===== config.mk =====
export PLATFORM = sky130hd
export DESIGN_NAME = imem_load_ctrl
export DESIGN_NICKNAME = d
export VERILOG_FILES = /design/src/rtl/imem_load_ctrl.sv
export SDC_FILE = /design/constraint.sdc
export NUM_CORES = 1
export LEC_CHECK = 0
export CORE_ASPECT_RATIO = 0.9
export CORE_MARGIN = 4
export CORE_UTILIZATION = 31
export CTS_CLUSTER_DIAMETER = 150
export CTS_CLUSTER_SIZE = 40
export DETAILED_ROUTE_END_ITERATION = 16
export GPL_TIMING_DRIVEN = 0
export PLACE_DENSITY = 0.79
export SLEW_MARGIN = 20
export SYNTH_ARGS = -nofsm -noshare
export SYNTH_HDL_FRONTEND = slang
export SYNTH_SLANG_ARGS = --single-unit
export TNS_END_PERCENT = 30

===== constraint.sdc =====
create_clock -name clk -period 1.8 [get_ports clk]
set_input_delay 0.18 -clock clk [delete_from_list [all_inputs] [get_ports clk]]
set_output_delay 0.18 -clock clk [all_outputs]
set_load 0.02 [all_outputs]

===== src/rtl/imem_load_ctrl.sv =====
// Instruction-memory port owner: forwards CPU fetches in RUN, or packs a byte stream into words and
// writes them from word 0. Optional load checksum is enabled by defining IMEM_LOAD_CKSUM_EN.
module imem_load_ctrl #(
  parameter int unsigned DEPTH = 32,
  parameter int unsigned AW    = 5,
  parameter logic [31:0] NOP   = 32'h00000013
) (
  input  logic          clk,
  input  logic          reset,
  input  logic          load_req,
  input  logic [AW:0]   load_words,
  input  logic          byte_valid,
  input  logic [7:0]    byte_data,
  output logic          byte_ready,
  input  logic [31:0]   cpu_addr,
  output logic [31:0]   cpu_instr,
  output logic          cpu_stall,
  output logic [31:0]   mem_address,
  output logic [31:0]   mem_data_in,
  output logic          mem_rw,
  input  logic [31:0]   mem_data_out,
  output logic          load_busy,
  output logic          load_done,
  output logic [31:0]   load_cksum
);

  typedef enum logic [1:0] {StIdle, StCollect, StWrite, StDone} state_e;

  localparam logic [AW:0] DepthW = (AW+1)'(DEPTH);
  localparam logic [AW:0] OneW   = (AW+1)'(1);

  state_e        state_q, state_d;
  logic [AW-1:0] last_idx_q, last_idx_d;
  logic [AW-1:0] idx_q, idx_d;
  logic [1:0]    byte_cnt_q, byte_cnt_d;
  logic [31:0]   asm_q, asm_d;
  logic [AW:0]   len_clamp;
  logic          start_load;
  logic          wr_en;

  // Byte offset within the fetch PC is irrelevant for word-aligned instructions.
  logic unused_addr;
  assign unused_addr = ^cpu_addr[1:0];

  assign len_clamp  = (load_words > DepthW) ? DepthW : load_words;
  assign start_load = (state_q == StIdle) && load_req && (load_words != '0);

  always_comb begin
    state_d     = state_q;
    last_idx_d  = last_idx_q;
    idx_d       = idx_q;
    byte_cnt_d  = byte_cnt_q;
    asm_d       = asm_q;
    wr_en       = 1'b0;
    byte_ready  = 1'b0;
    cpu_stall   = 1'b1;
    load_busy   = 1'b1;
    load_done   = 1'b0;
    cpu_instr   = NOP;
    mem_rw      = 1'b1;
    mem_address = {{(32-AW){1'b0}}, idx_q};
    mem_data_in = asm_q;

    unique case (state_q)
      StIdle: begin
        cpu_stall   = 1'b0;
        load_busy   = 1'b0;
        cpu_instr   = mem_data_out;
        mem_address = {2'b00, cpu_addr[31:2]};
        if (load_req) begin
          if (load_words == '0) begin
            state_d = StDone;
          end else begin
            state_d    = StCollect;
            last_idx_d = AW'(len_clamp - OneW);
            idx_d      = '0;
            byte_cnt_d = '0;
          end
        end
      end
      StCollect: begin
        byte_ready = 1'b1;
        if (byte_valid) begin
          asm_d[{byte_cnt_q, 3'b000} +: 8] = byte_data;
          byte_cnt_d = byte_cnt_q + 2'd1;
          if (byte_cnt_q == 2'd3) state_d = StWrite;
        end
      end
      StWrite: begin
        wr_en  = 1'b1;
        mem_rw = 1'b0;
        if (idx_q == last_idx_q) begin
          state_d = StDone;
        end else begin
          idx_d      = idx_q + AW'(1);
          byte_cnt_d = '0;
          state_d    = StCollect;
        end
      end
      StDone: begin
        load_done = 1'b1;
        state_d   = StIdle;
      end
      default: state_d = StIdle;
    endcase
  end

  always_ff @(posedge clk) begin
    if (reset) begin
      state_q    <= StIdle;
      last_idx_q <= '0;
      idx_q      <= '0;
      byte_cnt_q <= '0;
      asm_q      <= '0;
    end else begin
      state_q    <= state_d;
      last_idx_q <= last_idx_d;
      idx_q      <= idx_d;
      byte_cnt_q <= byte_cnt_d;
      asm_q      <= asm_d;
    end
  end

`ifdef IMEM_LOAD_CKSUM_EN
  logic [31:0] cksum_q, cksum_d;

  always_comb begin
    cksum_d = cksum_q;
    if (start_load) cksum_d = '0;
    else if (wr_en) cksum_d = cksum_q + asm_q;
  end

  always_ff @(posedge clk) begin
    if (reset) cksum_q <= '0;
    else       cksum_q <= cksum_d;
  end

  assign load_cksum = cksum_q;
`else
  logic unused_cksum;
  assign unused_cksum = start_load ^ wr_en;
  assign load_cksum   = 32'h0;
`endif

endmodule

# Yosys cells after proc, flatten, opt, wreduce, memory -nomap -nowiden
# Cells that the tools add are included.
[totals]
reg_bits = 46
output_inout_bits = 133
[op_classes]
addsub = 4
n_lt_le_gt_ge = 1
eq_ne = 10
shift = 2
muxes = 23
bitwise_logic = 1
reduce_logical = 9
[ops]
columns = ["cell", "n"]
rows = [
  ["bitwise mux 32 bit", 1],
  ["2-to-1 mux 32 bit", 1],
  ["variable shift 8 x 7 -> 32 bit, first input constant", 1],
  ["indexed part select 8 x 7 -> 32 bit", 1],
  ["2-to-1 mux 30 bit", 1],
  ["2-to-1 mux 5 bit", 4],
  ["2-to-1 mux 2 bit", 9],
  ["!= test 2 bit, second input constant", 5],
  ["one-hot mux 5 bit (2 select lines)", 1],
  ["one-hot mux 2 bit (4 select lines)", 1],
  ["negation 5 -> 7 bit", 1],
  ["equality test 2 bit, second input constant", 3],
  ["greater-than comparator 6 bit, second input constant", 1],
  ["logical NOT 6 bit", 1],
  ["one-hot mux 2 bit (3 select lines)", 1],
  ["AND reduction 3 bit", 2],
  ["adder 5 x 1 -> 5 bit, second input constant", 1],
  ["equality test 5 bit", 1],
  ["AND reduction 5 bit", 1],
  ["subtractor 5 x 1 -> 5 bit, second input constant", 1],
  ["2-to-1 mux 1 bit", 4],
  ["AND reduction 4 bit", 1],
  ["nonzero test 3 bit", 1],
  ["adder 2 x 1 -> 2 bit, second input constant", 1],
  ["other kinds (5)", 5],
]

# Longest topological paths before layout
[depth]
word_depth = 4
ltp_mapped = 7

# Worst setup path before layout
# Ideal clock, no wire load.
[synth_path]
path_kind = "register -> register"
from = "register byte_cnt_q[0]"
to = "register asm_q[10] (netlist: mem_data_in[10])"
setup_ns = 0.070
t_arrival_ns = 1.676
required_ns = 1.730
path_slack_ns = 0.054
path_stages_with_launch = 6
n_path_buf = 0
synth_period_minus_slack_ns = 1.746
path_cell_list = "dfxtp_1 -> inv_1 -> ha_1 -> nor3b_1 -> nand3_1 -> a21oi_1"
[synth_between]
elab_chain_cells = 3
elab_cells_between_ends = 4
classes_between = "1 x add/sub; 2 x shift; 1 x mux"
[synth_rtl]
columns = ["element", "line", "text"]
rows = [
  ["from (decl)", "35", "logic [1:0] byte_cnt_q, byte_cnt_d;"],
  ["from (signal assigned)", "119", "byte_cnt_q <= byte_cnt_d;"],
  ["negation 5 -> 7 bit (*)", "84", "asm_d[{byte_cnt_q, 3'b000} +: 8] = byte_data;"],
  ["indexed part select 8 x 7 -> 32 bit or variable shift 8 x 7 -> 32 bit (tied branches)", "84", ""],
  ["bitwise mux 32 bit (*)", "84", ""],
  ["to (signal assigned)", "120", "asm_q <= asm_d;"],
  ["to (decl)", "36", "logic [31:0] asm_q, asm_d;"],
]
# Every way passes the cells marked *; elsewhere a longest branch is shown, timed or not.
# A chain may end at the register's enable or synchronous reset.

# Worst setup path in the final report
[layout_path]
from = "register state_q[1]"
to = "output port cpu_instr[18]"
[layout_between]
elab_chain_cells = 2
[layout_rtl]
columns = ["element", "line", "text"]
rows = [
  ["from (decl)", "32", "state_e state_q, state_d;"],
  ["from (signal assigned)", "110", "state_q <= StIdle;"],
  ["from (signal assigned)", "116", "state_q <= state_d;"],
  ["logical NOT 2 bit", "64", "unique case (state_q)"],
  ["2-to-1 mux 32 bit", "64", ""],
  ["to (decl)", "16", "output logic [31:0] cpu_instr,"],
]
# No other way between the ends.

==> impl_metrics.json <==
{
  "path_max_fanout": 10,
  "cap_violations": 0,
  "criticalPathCategory": "flop to output pin",
  "gp_congestion": 0.885,
  "setup_viol": 0,
  "place_ws_ns": -0.689,
  "worst_slew_pin_slew_ns": 0.502,
  "drc": 0,
  "via_per_inst": 4.46,
  "cp.arrival_ns": 1.60,
  "grt_pass1_wl_um": 15600,
  "htreeDepth": 2,
  "maxSlewViolCount": 0,
  "cp_slowest_cell": "dfxtp_4",
  "first_iter_violations": 176,
  "yosys.area.top_type": "dfxtp_1",
  "cp_data_required_time_ns": 1.62,
  "cts.clk_slew.worst_paths_ns": 0.09,
  "core-area_mm2": 0.00865,
  "peakVddDrop_v": 0.000328,
  "synth_area_per_cell_um2": 7.76,
  "dp.final_hpwl_um": 8380,
  "min_period_ns": 1.78,
  "synth_area_mm2": 0.00276,
  "nFillCells": 806,
  "fmax_mhz": 563,
  "synth_seq_area_share_pct": 33.3,
  "drive_above_1_share_pct": 21.7,
  "die_x_um": 108,
  "drt_wl_total_um": 10400,
  "cts-root-buf": "clkbuf_8",
  "power.density_mw_per_mm2": 620,
  "synth_warnings": 0,
  "cts_sinks": 46,
  "relSlewSlack_pct": 66.4,
  "worstSetupStartpointType": "flop",
  "utilization_pct": 56.3,
  "ios": 215,
  "core.rowCount": 32,
  "cts_inserted_buffers": 5,
  "insertion_delay_ns": 0.30,
  "port_buffers": 178,
  "holdWs_ns": 0.452,
  "mostFrequentLayoutCells": "clkdlybuf4s50_1 (113), and2_1 (58), nand2_1 (44), buf_4 (44), dfxtp_1 (43)",
  "synth-seq-cells": 46,
  "area_delta_synth_final_pct": 76.2,
  "syn_inst": 356,
  "synth_top_area_share_pct": 33.3,
  "timing.final.crit_share_pct": 98.7,
  "ys_top_cells_by_area": "dfxtp_1 (33%), and2_1 (13%), buf_4 (9.5%), a21oi_1 (6.3%), nand3_1 (6.3%)",
  "fin_worst_skew_ns": 0.00618,
  "grt_pass1_vias": 2868,
  "vias": 3120,
  "grt_max_degree": 14,
  "drtPass1Iterations": 5,
  "worstSetupEndpointType": "output pin",
  "rsz0062_at_grt": "true",
  "power_leakage_nw": 2.05,
  "hold_buffers": 0,
  "dpl.cell_count": 686,
  "nNetsFinal": 670,
  "crit_path_max_incr_delay_ns": 0.39,
  "antenna_found_initial": 0,
  "ys_types": 42,
  "grtUsageTotal_pct": 18.4,
  "hold_violations": 0,
  "status": "finished clean",
  "diodes": 0,
  "ant_nets": 0,
  "overflow": 0,
  "cts_buffer_depth": 2,
  "start_util_pct": 31.9,
  "final_common_cell": "clkdlybuf4s50_1",
  "layout_setup_ws_ns": 0.0228,
  "hold_class": "flop to flop",
  "die_area_mm2": 0.0105,
  "drt-wirelength-per-cell_um": 14.9,
  "die_y_um": 97.6,
  "cts_tree": "built",
  "worstPathCellList": "nor2_4, clkbuf_4, and2_1, dlygate4sd2_1",
  "stdcell_count": 700
}
## routing by layer
layer	GRT usage (%)	wire, um	up-vias
li1	-	-	1576
met1	23.3	4470	1421
met2	31.5	5170	106
met3	3.92	633	17
met4	4.56	174	0
met5	0	0	-
## through the flow
stage / total power, mW / instance area, um^2 / setup TNS (ns)
2_1_floorplan: 1.80 / 2890 / 0
3_3_place_gp: 2.42 / 4820 / -24.46
3_5_place_dp: 2.44 / 4820 / -29.55
4_1_cts: 3.02 / 4920 / -2.70
5_1_grt: 3.16 / 4870 / -0.214
6_report: 3.02 / 4870 / 0
## timing repair
item / CTS / global route
setup buffers: 4 / 4
setup endpoints to repair: 104 / 93
pin swaps: 1 / 1
resized for setup: 180 / 66
## worst paths after layout
path,depth (start not counted),start,slack [ns],to
worst max-delay path,4,state_q[1],0.02,cpu_instr[18]
worst min-delay path,2,mem_data_in[11],0.45,mem_data_in[11]
worst max register to register,7,state_q[1],0.05,idx_q[3]
worst min register to register,2,mem_data_in[11],0.45,mem_data_in[11]
## flip-flops by register name (all words and copies together) (netlist names)
name and cells:
last_idx_q 5, idx_q 5, mem_data_in 32, byte_cnt_q 2, state_q 2
## worst max-delay path, delay by kind of cell, from the launching register on
| kind | cells | cell delay [ns] |
|---|---|---|
| buf+inv | 2 | 0.56 |
| flops | 1 | 0.39 |
| simple gates | 2 | 0.36 |
## report_power, final
group | total [mW] | internal, mW | switching, mW
Combinational | 1.28 | 0.593 | 0.682
Clock | 0.655 | 0.310 | 0.344
Sequential | 1.09 | 1.05 | 0.0401
Total | 3.02 | 1.95 | 1.07
## synth_stat cells (all sizes together)
cell    count
dfxtp      46
clkbuf     16
buf        36
nand2b      2
nand4       1
and2       58
o211ai      1
and2b       1
a21boi      3
nor3        4
o21ai       3
o311ai      1
mux2        5
mux2i       1
o31ai       1
nand2      44
a31oi       1
inv         7
or3         6
nand3      35
o41ai       1
o22ai       1
nor2        8
o21a        1
and3        6
or2b        1
ha          8
a211oi      3
or4         1
nor2b       1
a21o        1
a311oi      3
nor3b       3
o41a        1
a21oi      35
o21bai      1
xnor2       8
conb        1
## logic make-up after synthesis
kind of cell | share of synthesized area, %
flip-flops | 33.3
AND/OR/NAND/NOR | 32.6
adder cells (fa/ha/maj) | 3.62
AO/OA/AOI/OAI | 12.3
buffers and inverters | 13.0
XOR/XNOR | 2.54
multiplexers | 2.40
other | 0.136
## area by class of cell
class | count | area (um^2) | area share [%]
multi-input combinational | 284 | 1680 | 34.6
timing repair buffer | 186 | 1630 | 33.4
sequential | 46 | 932 | 19.2
buffer | 50 | 357 | 7.33
tap | 119 | 149 | 3.06
clock buffer | 7 | 86.3 | 1.77
inverter | 7 | 30.0 | 0.617
clock inverter | 1 | 5.00 | 0.103
No activity file was read; power rests on OpenSTA's default activity.
